===== config.mk =====
export PLATFORM = sky130hd
export DESIGN_NAME = uart_tx_fifo
export DESIGN_NICKNAME = d
export VERILOG_FILES = /design/src/rtl/uart_tx_fifo.sv
export SDC_FILE = /design/constraint.sdc
export NUM_CORES = 1
export LEC_CHECK = 0
export BUFFER_PORTS_ARGS = -buffer_cell sky130_fd_sc_hd__buf_2
export CORE_MARGIN = 2
export CORE_UTILIZATION = 40
export CTS_BUF_LIST = sky130_fd_sc_hd__clkbuf_8
export DETAILED_ROUTE_END_ITERATION = 16
export PLACE_DENSITY_LB_ADDON = 0.05
export SLEW_MARGIN = 15
export SYNTH_ARGS = -nofsm -noshare
export SYNTH_HDL_FRONTEND = slang
export SYNTH_SLANG_ARGS = --single-unit

===== constraint.sdc =====
create_clock -name sclk -period 3.2 [get_ports sclk]
set_input_delay 0.64 -clock sclk [delete_from_list [all_inputs] [get_ports sclk]]
set_output_delay 0.64 -clock sclk [all_outputs]
set_load 0.02 [all_outputs]

===== src/rtl/uart_tx_fifo.sv =====
`default_nettype none
// ============================================================================
// Module   : uart_tx_fifo
// Summary  : Byte FIFO that drains into a UART transmit controller through a
//            tx_byte / tx_trigger / tx_done handshake. Define
//            UART_TX_FIFO_OVF_CNT_EN to add a saturating dropped-write counter.
// Revision : 1.0 - initial release
// ============================================================================
module uart_tx_fifo #(
    parameter int DEPTH_LOG2 = 4
) (
    input  logic                sclk,
    input  logic                rst,
    input  logic                wr_en,
    input  logic [7:0]          wr_byte,
    output logic                full,
    output logic                empty,
    output logic [DEPTH_LOG2:0] level,
    output logic                busy,
    output logic [7:0]          tx_byte,
    output logic                tx_trigger,
    input  logic                tx_done
`ifdef UART_TX_FIFO_OVF_CNT_EN
    ,
    output logic [7:0]          ovf_cnt
`endif
);

    localparam int                  c_DEPTH   = 2 ** DEPTH_LOG2;
    localparam logic [DEPTH_LOG2:0] c_PTR_ONE = {{DEPTH_LOG2{1'b0}}, 1'b1};

    localparam logic [1:0] c_ST_IDLE = 2'd0;
    localparam logic [1:0] c_ST_LOAD = 2'd1;
    localparam logic [1:0] c_ST_TRIG = 2'd2;
    localparam logic [1:0] c_ST_WAIT = 2'd3;

    logic [7:0]          r_mem [c_DEPTH];
    logic [DEPTH_LOG2:0] r_wr_ptr;
    logic [DEPTH_LOG2:0] r_rd_ptr;
    logic [1:0]          r_state;
    logic                r_busy;
    logic                r_tx_trigger;
    logic [7:0]          r_tx_byte;
    logic                w_full;
    logic                w_empty;
    logic                w_push;

    // Extra pointer bit separates the full and empty cases when low bits match.
    assign w_full  = (r_wr_ptr[DEPTH_LOG2] != r_rd_ptr[DEPTH_LOG2]) &&
                     (r_wr_ptr[DEPTH_LOG2-1:0] == r_rd_ptr[DEPTH_LOG2-1:0]);
    assign w_empty = (r_wr_ptr == r_rd_ptr);
    assign w_push  = wr_en && !w_full;

    assign full       = w_full;
    assign empty      = w_empty;
    assign level      = r_wr_ptr - r_rd_ptr;
    assign busy       = r_busy;
    assign tx_byte    = r_tx_byte;
    assign tx_trigger = r_tx_trigger;

    always_ff @(posedge sclk) begin
        if (w_push) begin
            r_mem[r_wr_ptr[DEPTH_LOG2-1:0]] <= wr_byte;
        end
    end

    always_ff @(posedge sclk or posedge rst) begin
        if (rst) begin
            r_wr_ptr <= '0;
        end else if (w_push) begin
            r_wr_ptr <= r_wr_ptr + c_PTR_ONE;
        end
    end

    always_ff @(posedge sclk or posedge rst) begin
        if (rst) begin
            r_state      <= c_ST_IDLE;
            r_rd_ptr     <= '0;
            r_busy       <= 1'b0;
            r_tx_trigger <= 1'b0;
            r_tx_byte    <= 8'hFF;
        end else begin
            case (r_state)
                c_ST_IDLE: begin
                    if (!w_empty) begin
                        r_state <= c_ST_LOAD;
                    end
                end
                c_ST_LOAD: begin
                    r_tx_byte    <= r_mem[r_rd_ptr[DEPTH_LOG2-1:0]];
                    r_rd_ptr     <= r_rd_ptr + c_PTR_ONE;
                    r_busy       <= 1'b1;
                    r_tx_trigger <= 1'b1;
                    r_state      <= c_ST_TRIG;
                end
                c_ST_TRIG: begin
                    r_tx_trigger <= 1'b0;
                    r_state      <= c_ST_WAIT;
                end
                c_ST_WAIT: begin
                    // tx_done only matters here; pulses in other states are ignored.
                    if (tx_done) begin
                        r_busy  <= 1'b0;
                        r_state <= c_ST_IDLE;
                    end
                end
                default: begin
                    r_state <= c_ST_IDLE;
                end
            endcase
        end
    end

`ifdef UART_TX_FIFO_OVF_CNT_EN
    logic [7:0] r_ovf_cnt;

    always_ff @(posedge sclk or posedge rst) begin
        if (rst) begin
            r_ovf_cnt <= 8'h00;
        end else if (wr_en && w_full && (r_ovf_cnt != 8'hFF)) begin
            r_ovf_cnt <= r_ovf_cnt + 8'h01;
        end
    end

    assign ovf_cnt = r_ovf_cnt;
`endif

endmodule
`default_nettype wire

### Word-level counts from Yosys, hierarchy flattened

Memory sizes are Yosys's and may differ from the RTL's. A register that Yosys moved wholly into a read port is not among the register bits.
Cells that the tools add are included.

| cells by class | value |
|---|---|
| add/subtract/negate cells | 3 |
| multiplexer cells | 8 |
| equal/unequal tests | 8 |
| reduce and logical (&&, ||, !) cells | 8 |

Operators with widths:

| cell | count |
|---|---|
| $add 5x1->5 const B | 2 |
| $pmux 2 s4 | 1 |
| $eq 5x5->1 | 1 |
| $sub 5x5->5 | 1 |
| $eq 2x2->1 const B | 2 |
| $eq 4x4->1 | 1 |
| $mux 2 | 2 |
| $ne 2x2->1 const B | 2 |
| $pmux 1 s2 | 2 |
| $reduce_and 2->1 | 2 |
| $reduce_bool 2->1 | 2 |
| $mux 1 | 3 |
| $eq 2x1->1 const B | 1 |
| $logic_and 1x1->1 | 2 |
| $logic_not 2->1 | 1 |
| $logic_not 1->1 | 1 |
| $ne 1x1->1 | 1 |

| storage, ports and cells | value |
|---|---|
| logic and storage cells | 33 |
| output and inout port bits | 17 |
| flip-flop bits (word level) | 14 |
| input port bits | 12 |
| memory bits (writable) | 128 |
| memories | 1 |

Memories:

| name | words | bits a word | rd ports | clocked after memory_dff | wr ports | RTL line | RTL |
|---|---|---|---|---|---|---|---|
| r_mem | 16 | 8 | 1 | 1 | 1 | 37 | `logic [7:0] r_mem [c_DEPTH];` |

### Depth between registers and ports, before layout

| depth | value |
|---|---|
| depth after elaboration | 6 |
| mapped depth | 9 |
| depth with buffers taken out | 7 |

### Worst setup path before layout

Ideal clock, no wire load.

| timing path | value |
|---|---|
| path kind | flip-flop to flip-flop |
| from | reg r_rd_ptr[2] |
| to | mem r_mem[10][0] (enable) |
| slack | 0.666 ns |
| stages on the path, launching flop included | 10 |
| library setup time | 0.383 ns |
| data arrival time | 2.150 ns |
| clock period less this slack | 2.534 ns |
| path buffers | 3 |
| data required time | 2.817 ns |
| cell sequence | dfrtp_1 > buf_2 > buf_2 > inv_1 > ha_1 > nand4_1 > o21a_1 > buf_2 > nand2_1 > nor3_1 |

| between the ends | value |
|---|---|
| cells in the longest elaborated chain, start to end | 6 |

Ends and longest elaborated chain:

| what | RTL line | RTL |
|---|---|---|
| start: declaration | 39 | `logic [DEPTH_LOG2:0] r_rd_ptr;` |
| start signal: assignment | 91 | `r_rd_ptr <= r_rd_ptr + c_PTR_ONE;` |
| $eq 4x4->1 | 50 | `(r_wr_ptr[DEPTH_LOG2-1:0] == r_rd_ptr[DEPTH_LOG2-1:0]);` |
| $logic_and 1x1->1 | 49 | `assign w_full = (r_wr_ptr[DEPTH_LOG2] != r_rd_ptr[DEPTH_LOG2]) &&` |
| $logic_not 1->1 | 52 | `assign w_push = wr_en && !w_full;` |
| $logic_and 1x1->1 | 52 |  |
| $mux 1 | 62 | `if (w_push) begin` |
| $mux 1 (implied by the code) | 63 | `r_mem[r_wr_ptr[DEPTH_LOG2-1:0]] <= wr_byte;` |
| end: declaration | 37 |  |

No other way between the ends.

### Worst setup path in the final report

| timing path | value |
|---|---|
| from | reg r_wr_ptr[0] |
| to | out level[4] |

| between the ends | value |
|---|---|
| cells in the longest elaborated chain, start to end | 1 |

Ends and longest elaborated chain:

| what | RTL line | RTL |
|---|---|---|
| start: declaration | 38 | `logic [DEPTH_LOG2:0] r_wr_ptr;` |
| start signal: assignment | 71 | `r_wr_ptr <= r_wr_ptr + c_PTR_ONE;` |
| $sub 5x5->5 | 56 | `assign level = r_wr_ptr - r_rd_ptr;` |
| end: declaration | 18 | `output logic [DEPTH_LOG2:0] level,` |

No other way between the ends.

==> results.md <==
Clock tree:
- The clock transition at the register clock pins on the worst setup and hold paths after CTS is about 80 ps.
- The number of buffers on the longest clock path is 2.
- TritonCTS built the clock tree.
- The cell chosen for the clock root is sky130_fd_sc_hd__clkbuf_8.
- The quantity of hold-fixing buffers added after cts is 0.
- The post-CTS setup buffer count is 0.
- The count of clock tree sinks is 150.
- CTS built an H-tree with a depth of 4.
- The number of clock buffers added by TritonCTS is 17.
- The number of gates resized after CTS was 0.
- The clock insertion delay at the later pin of the skew report is approximately 440 ps.

GRT:
- For this run, the total global-route usage over all layers was measured as 0.166.
- The total global routing overflow is 0.
- The initial antenna violation count came to 0.
- Entering global routing, the biggest net connects 42 pins.
- The number of global-route vias before repair is 3231.
- The global-route wire length before repair is 19600 um.

STA:
- The final-report hold violation count is 0.
- The total setup violations reported at the end of the flow is 0.
- Hold is met by approximately 270 ps.
- The relative max-transition margin is 0.484.
- The sum of negative setup slack is 0 ps.
- Setup repair after global routing left no endpoint under its margin.
- The final count of pins violating max slew is 0.
- Dividing the final minimum period by the clock period gives 0.921.
- The maximum clock frequency is between 300 and 400 MHz.
- The final critical-path required period is between 2000 and 3000 ps.
- Between clock sinks in the finished design, the worst skew comes to 11.5 ps.
- The transition time at the pin with the least slew margin is between 700 and 800 ps.

Routing:
- The first routing iteration left 218 violations.
- After detailed routing, the number of vias per cell comes to around 5.2.
- The number of iterations in the first detailed-routing pass is 4.
- The detailed router placed just over 3000 vias in this run.
- For this run, design rule violations remaining after detail routing come to 0.
- Wires add up to approximately 13000 um.
- The detail-routed net length per standard cell is roughly 22 um.
- The residual antenna-violating net count after detailed routing is 0.

Synth:
- In this run, synthesis inferred 128 flip-flops with an integrated enable.
- The dominant register cell in the synthesized netlist is sky130_fd_sc_hd__edfxtp_1.
- The cell area that synthesis handed to floorplanning was slightly above 0.006 mm^2.
- By area the synthesized netlist is led by sky130_fd_sc_hd__edfxtp_1 (62%), sky130_fd_sc_hd__dfrtp_1 (5.7%), sky130_fd_sc_hd__mux4_1 (5.1%).
- The register area share after synthesis is 0.713.
- The number of standard cells after synthesis is 340.
- The total number of yosys warnings is 0.
- The share of async-settable or async-resettable flops after synthesis is 0.147.
- The mean cell area of the mapped netlist is between 15 and 20 um^2.
- When the netlist entered floorplanning its net count stood at 367.
- The count of state elements after synthesis is 150.
- The share of the synthesized area in the top cell type is 0.622.
- The dominant cell by count in the synthesized netlist is sky130_fd_sc_hd__edfxtp_1.
- By count the netlist is led by sky130_fd_sc_hd__edfxtp_1 (128), sky130_fd_sc_hd__nor2_1 (19), sky130_fd_sc_hd__mux2i_1 (18).
- The fraction of synthesized cell area in xor and xnor cells is 0.0196.
- Summed over all instances, the cell type with the most area after synthesis is sky130_fd_sc_hd__edfxtp_1.
- The largest family of logic cells by synthesized area is multiplexers.
- Counting distinct cell types in the post-synthesis netlist gives 35.
- The area fraction in and, or, nand and nor cells after synthesis is 0.0358.
- The multiplexer fraction of the synthesized cell area is 0.129.
- The post-synthesis compound-gate area fraction was 0.0407.
- Of the total synthesized cell area, the portion taken by full adders, half adders and majority gates is 0.0316.

Run status:
- The flow ran to the end, and the final reports show no timing, DRC or antenna violations.

Worst setup path:
- STA puts the critical path data arrival time at around 2300 ps.
- The worst setup path is captured at an output pin.
- The end of the worst register-to-register path is r_mem[7][0]$_DFFE_PP_.
- Along the worst path, the maximum fanout reaches 4.
- In this run the critical register-to-register path is launched from r_rd_ptr[3]$_DFFE_PP0P_.
- STA puts the critical path data required time at 2560 ps.
- By startpoint and endpoint, the worst setup path is classified as reg2out.
- The cell depth of the worst flop-to-flop path is 6.
- STA classifies the critical path startpoint as a flop.
- The setup slack of the most critical reg-to-reg path is approximately 730 ps.
- The launch point of the critical path is r_wr_ptr[0]$_DFFE_PP0P_.

Floorplan:
- The total area inside the core boundary comes to approximately 0.015 mm^2.
- The width of the chip is 128 um.
- The overall die area is 0.0165 mm^2.
- The number of top-level design ports is 29.
- The initial cell density of the core is 0.408.
- The row count is 45.
- The height of the die is roughly 130 um.

Layout:
- In the final layout, the share of cells above drive strength 1 is 0.252.
- The repair_antennas step left the layout with diodes totalling 0.
- For this run, the share of the core covered by cells in the final layout is 0.463.
- The count of nets after finishing is approximately 420.
- The layout-stage area growth over the synthesis result is 13.4%.

Power and ir drop:
- The analysis attributes to cell leakage a power of roughly 2.5 nW.
- Across the VDD grid, the largest voltage drop is ~0.44 mV.
- In this run the power density over the cells is just over 900 mW/mm^2.

Flow run:
- Across the run, the number of max-cap violations was 0.

Placed design:
- During placement, the flow inserted port buffers numbering 28.
- The placed wire-length estimate is 8340 um.
- The global placer's final weighted congestion is roughly 0.76.

Worst hold path:
- The min-delay analysis places its worst path in the category in2async.
[worst max path at each step]
stage,endpoint,cells past startpoint
2_1_floorplan,r_mem[10][0]$_DFFE_PP_,9
3_3_place_gp,level[4],8
3_5_place_dp,level[4],8
4_1_cts,level[4],8
5_1_grt,level[4],8
6_report,level[4],8
[sequential cells by signal, indices dropped and copies added, names as in the netlist]
name and count:
r_rd_ptr 5, r_state 2, busy 1, tx_trigger 1
r_mem 128, tx_byte 8, r_wr_ptr 5
[where the power goes]
group,total [mW],internal [mW],switching (mW),leakage (nW)
clock,1.52,0.843,0.677,0.219
sequential,2.64,2.47,0.167,1.40
combinational,2.31,0.929,1.38,0.920
[per-layer routing]
metal / wire length, um / vias to the layer above / global-route usage
met3: 339 / 4 / 0.0476
met4: 88 / 0 / 0.0459
met2: 6170 / 36 / 0.257
li1: - / 1436 / -
met1: 6120 / 1596 / 0.232
met5: 0 / - / 0
[critical path: stages (launching register included)]
cell                      delay (ps)
sky130_fd_sc_hd__dfrtp_1         420
sky130_fd_sc_hd__inv_1           160
sky130_fd_sc_hd__ha_1            170
sky130_fd_sc_hd__inv_1            60
sky130_fd_sc_hd__fa_1            410
sky130_fd_sc_hd__a21o_1          180
sky130_fd_sc_hd__a21oi_1         170
sky130_fd_sc_hd__xnor2_1         130
sky130_fd_sc_hd__buf_2           180
[stage by stage]
step | std cells | instance area, um^2 | worst slack (ps) | power, mW
CTS | 589 | 7010 | 205 | 6.55
detailed placement | 557 | 6590 | 707 | 5.02
global placement | 557 | 6590 | 753 | 5.02
finish | 589 | 7010 | 254 | 6.47
global route | 589 | 7010 | 110 | 6.84
floorplan | 340 | 6180 | 666 | 4.37
[logic make-up after synthesis]
kind of cell / count (synthesis)
simple gates: 46
fa+ha+maj: 15
flops: 150
buf+inv: 33
compound gates: 39
xor+xnor: 13
mux: 44
[cell usage in the layout, fill, tap and decap left out, drive strengths merged, types with 2 or more instances in the layout]
| master | instances |
|---|---|
| edfxtp | 128 |
| buf | 45 |
| mux4 | 25 |
| clkbuf | 21 |
| inv | 19 |
| nor2 | 19 |
| mux2i | 18 |
| a21oi | 17 |
| ha | 14 |
| dfrtp | 14 |
| xnor2 | 10 |
| dfstp | 8 |
| o221ai | 7 |
| a22oi | 7 |
| and3 | 5 |
| nand4 | 5 |
| nand2 | 5 |
| clkinv | 5 |
| nor3 | 4 |
| nor4 | 4 |
| xor2 | 3 |
| bufinv | 3 |
| o21ai | 3 |
| nand3 | 2 |
| a21o | 2 |
[area by class of cell]
cell class	instances	area, um^2
Clock buffer	21	289
Clock inverter	11	131
Fill cell	1319	8140
Inverter	17	63.8
Multi-Input combinational cell	157	1610
Sequential cell	150	4410
Tap cell	188	235
Timing Repair Buffer	45	268
Power figures use the tool's default switching activity.
